--- config.mk ---
export PLATFORM = sky130hd
export DESIGN_NAME = imem_arbiter
export DESIGN_NICKNAME = d
export VERILOG_FILES = /design/src/rtl/imem_arbiter.sv
export SDC_FILE = /design/constraint.sdc
export NUM_CORES = 1
export LEC_CHECK = 0
export ABC_AREA = 1
export BUFFER_PORTS_ARGS = -buffer_cell sky130_fd_sc_hd__buf_2
export CORE_ASPECT_RATIO = 2
export CORE_MARGIN = 4
export CORE_UTILIZATION = 30
export DETAILED_ROUTE_END_ITERATION = 6
export PLACE_DENSITY = 0.85
export SLEW_MARGIN = 25
export SYNTH_ARGS = -nofsm -noshare
export SYNTH_HDL_FRONTEND = slang
export SYNTH_SLANG_ARGS = --single-unit
--- constraint.sdc ---
create_clock -name clk -period 1.5 [get_ports clk]
set_input_delay 0.3 -clock clk [delete_from_list [all_inputs] [get_ports clk]]
set_output_delay 0.3 -clock clk [all_outputs]
set_load 0.05 [all_outputs]
--- src/rtl/imem_arbiter.sv ---
// rtl/imem_arbiter.sv - two-port (fetch/debug) arbiter for a single synchronous-read instruction memory
module imem_arbiter #(
  parameter int ADDR_W     = 11,
  parameter int DATA_W     = 32,
  parameter int STARVE_MAX = 4
) (
  input  logic              clk,
  input  logic              rst_n,
  input  logic              f_req,
  input  logic [ADDR_W-1:0] f_addr,
  input  logic              f_flush,
  output logic              f_gnt,
  output logic              f_rvalid,
  output logic [DATA_W-1:0] f_rdata,
  input  logic              d_req,
  input  logic [ADDR_W-1:0] d_addr,
  output logic              d_gnt,
  output logic              d_rvalid,
  output logic [DATA_W-1:0] d_rdata,
  output logic              mem_en,
  output logic [ADDR_W-1:0] mem_addr,
  input  logic [DATA_W-1:0] mem_rdata,
  output logic              starved
);

  localparam int CNT_W = (STARVE_MAX < 1) ? 1 : $clog2(STARVE_MAX + 1);
  localparam logic [CNT_W-1:0] CNT_MAX = CNT_W'(STARVE_MAX);

  logic [CNT_W-1:0] starve_cnt_q, starve_cnt_d;
  logic             f_pend_q, f_pend_d;
  logic             d_pend_q, d_pend_d;
  logic             starve_hit;

  assign starve_hit = (starve_cnt_q == CNT_MAX);

  // Per-cycle grant: fetch wins by default, debug wins once it has waited STARVE_MAX cycles.
  // Grants are gated by rst_n so nothing reaches the memory while reset is held.
  always_comb begin
    f_gnt = 1'b0;
    d_gnt = 1'b0;
    if (rst_n) begin
      if (f_req && d_req) begin
        if (starve_hit) d_gnt = 1'b1;
        else            f_gnt = 1'b1;
      end else if (f_req) begin
        f_gnt = 1'b1;
      end else if (d_req) begin
        d_gnt = 1'b1;
      end
    end
  end

  // Memory drive; the address idles at f_addr so it does not toggle needlessly.
  always_comb begin
    mem_en   = f_gnt | d_gnt;
    mem_addr = d_gnt ? d_addr : f_addr;
  end

  // Next-state: starvation counter and one-cycle response tracking.
  always_comb begin
    starve_cnt_d = starve_cnt_q;
    if (d_gnt) begin
      starve_cnt_d = '0;
    end else if (d_req && !starve_hit) begin
      starve_cnt_d = starve_cnt_q + CNT_W'(1);
    end
    f_pend_d = f_gnt;
    d_pend_d = d_gnt;
  end

  // State registers; reset drops any in-flight responses.
  always_ff @(posedge clk or negedge rst_n) begin
    if (!rst_n) begin
      starve_cnt_q <= '0;
      f_pend_q     <= 1'b0;
      d_pend_q     <= 1'b0;
    end else begin
      starve_cnt_q <= starve_cnt_d;
      f_pend_q     <= f_pend_d;
      d_pend_q     <= d_pend_d;
    end
  end

  // Responses: data is shared, rvalid alone qualifies it; a flush kills only this cycle's fetch response.
  always_comb begin
    f_rvalid = f_pend_q & ~f_flush;
    d_rvalid = d_pend_q;
    f_rdata  = mem_rdata;
    d_rdata  = mem_rdata;
    starved  = starve_hit;
  end

endmodule

==> out/results.ini <==
[floorplan]
boundaryPins=140
rows=28
core-area_mm2=0.00301
initial_core_util=0.315
die_height_um=87.5
die_w_um=47.8
die_area_mm2=0.00418

[logic_synthesis]
synthMuxAreaShare=0
synth.avg_cell_area_um2=6.87
syn_nets=199
synth_top_family_by_area=buffers and inverters
synth_top_area_share=0.507
synth_ff_type=dfrtp_1
yosysTopAreaCell=buf_4
postSynthCellCount=138
synth_compound_area_frac=0.00792
synthAdderAreaFrac=0.0264
synth_cell_types=16
synth_commonest_cells=buf_4 (64), nand2_1 (39), inv_1 (10), dfrtp_1 (5), nand3_1 (5)
synth-xor-area-share=0
ys_ff_latch=5
synth_edf_count=0
yosys-top-cells-area=buf_4 (51%), nand2_1 (15%), dfrtp_1 (13%)
yosysSeqAreaShare=0.132
yosysMostFrequentCell=buf_4
synth_area_um2=948
yosys_warnings=0
async_reset_ff_frac=1.00
synthSimpleGateAreaFrac=0.248

[placement]
dp_slack_ns=-0.222
dpl.hpwl_um=2210
post-place-cells=156
gp_congestion=0.853
numPortBuffers=43
place_area_um2=882

[sta]
hold_violations=0
finalWorstSetupSlack_ns=-0.250
fin_hold_ws_ns=0.0837
max_freq_mhz=571
relSlewSlack=0.828
setup_viol=14
skew_ns=0.00183
worst_slew_pin_slew_ns=0.260
setup_tns_ns=-3.17
grt_setup_unrepaired=true
fin_crit_sh=1.17
drv_slew=0
min_period_ns=1.75

[cells_and_area]
final_cell_count_no_fill=165
syn2layout_area_growth_pct=22.7
layout-drive-gt1-share=0.770
fillCellCount=296
antenna_cells=0
multi_input_area_um2=435
seq_area_um2=125
layout.nets=197
final_core_util=0.386
fin_area_mm2=0.00116

[clock_network]
cts_tree=built
cts_buffer_depth=2
clock_sinks=5
cts_root_buffer=clkbuf_8
cts_buffers=3
insertion_delay_ns=0.22
clk_pin_slew_ns=0.03
holdBufCountCts=0
h-tree-depth=1

[grt]
grt_pass1_wl_um=3860
antenna_found_initial=0
grt_pass1_vias=820
track_usage=0.133
grt.overflow.total=0
grt_max_degree=14

[drt]
drtIter0Drc=1
finalWirelength_um=2620
drc=0
antenna_left=0
num_vias=762
vias_per_cell=4.62
wl_per_cell_um=15.9
drt_first_pass_iters=2

[critical_path]
worstPathArrival_ns=1.45
cp-start-kind=flop
cp-end-kind=output port
critPathKind=flop to output port
critPathRequiredTime_ns=1.20
cp_max_fo=10

[run_status]
status=finished with violations
violations=negative setup slack

[power]
p_leak_nw=0.642
power.density_mw_per_mm2=1110
peakVddDrop_mv=0.604
total_power_mw=1.30

[job]
max_cap_violations=0

[worst_hold_path]
hold_path_class=input port to asynchronous set/reset pin

-- cell usage in the layout (no fill, tap or decap), types with 2 or more instances in the layout --
cell type  count
buf_2         29
buf_4         13
buf_6         11
buf_8          5
clkbuf_8       3
dfrtp_1        5
inv_1          7
inv_2          3
nand2_1        9
nand2_2       21
nand2_4       12
nand2_8        2
nand3_1        5
nor2_1         2
-- repair_timing --
| item | 4_1_cts | 5_1_grt |
|---|---|---|
| setup buffers | 4 | 1 |
| gates resized for setup | 55 | 5 |
| endpoints found under the setup margin | 14 | 14 |
| pin swaps | 0 | 1 |
| gates cloned | 0 | 0 |
-- report_power, final --
| group | internal, mW | switching, mW | total, mW | leakage, nW |
|---|---|---|---|---|
| clock | 0.182 | 0.0636 | 0.246 | 0.0228 |
| combinational | 0.388 | 0.458 | 0.845 | 0.555 |
| sequential | 0.174 | 0.0314 | 0.205 | 0.0647 |
-- critical path, cell delays in order (launching register included) --
cell,delay (ns)
dfrtp_1,0.38
inv_2,0.09
ha_4,0.14
nand2_4,0.07
nand2_8,0.07
nand2_8,0.07
buf_12,0.15
nand2_2,0.07
nand2_4,0.05
buf_8,0.14
-- flip-flops by register name, indices dropped and copies added, names as in the netlist --
register,count
d_rvalid,1
f_pend_q,1
starve_cnt_q,3
-- layer usage --
layer | global-route usage | vias to the layer above | part of all wire
met5 | 0 | - | 0
met4 | 0.174 | 0 | 0.13
met3 | 0.0683 | 46 | 0.22
met2 | 0.193 | 67 | 0.44
met1 | 0.0996 | 309 | 0.20
li1 | - | 340 | -
-- kinds of logic after synthesis --
| logic type | Yosys count |
|---|---|
| AO/OA/AOI/OAI | 1 |
| adder cells (fa/ha/maj) | 2 |
| buffers and inverters | 78 |
| flip-flops | 5 |
| AND/OR/NAND/NOR | 52 |
-- worst paths after layout --
check	from	to	slack, ns	cells after the start
max in group asynchronous	rst_n	starve_cnt_q[0]$_DFFE_PN0P_	1.31	3
min in group clk	f_req	d_rvalid$_DFF_PN0_	0.50	4
max	starve_cnt_q[0]$_DFFE_PN0P_	mem_addr[5]	-0.25	9
max reg2reg	starve_cnt_q[0]$_DFFE_PN0P_	starve_cnt_q[1]$_DFFE_PN0P_	0.15	9
min	rst_n	starve_cnt_q[2]$_DFFE_PN0P_	0.08	3
min reg2reg	starve_cnt_q[0]$_DFFE_PN0P_	starve_cnt_q[0]$_DFFE_PN0P_	0.64	3
-- cell type report --
| class | instances | share of cell area |
|---|---|---|
| repair buffers | 59 | 0.397 |
| multi-input cells | 55 | 0.374 |
| flip-flops and latches | 5 | 0.108 |
| inverters | 12 | 0.0505 |
| clock buffers | 4 | 0.0387 |
| well taps | 30 | 0.0323 |
Note: power is estimated with default switching activity, not from simulation.
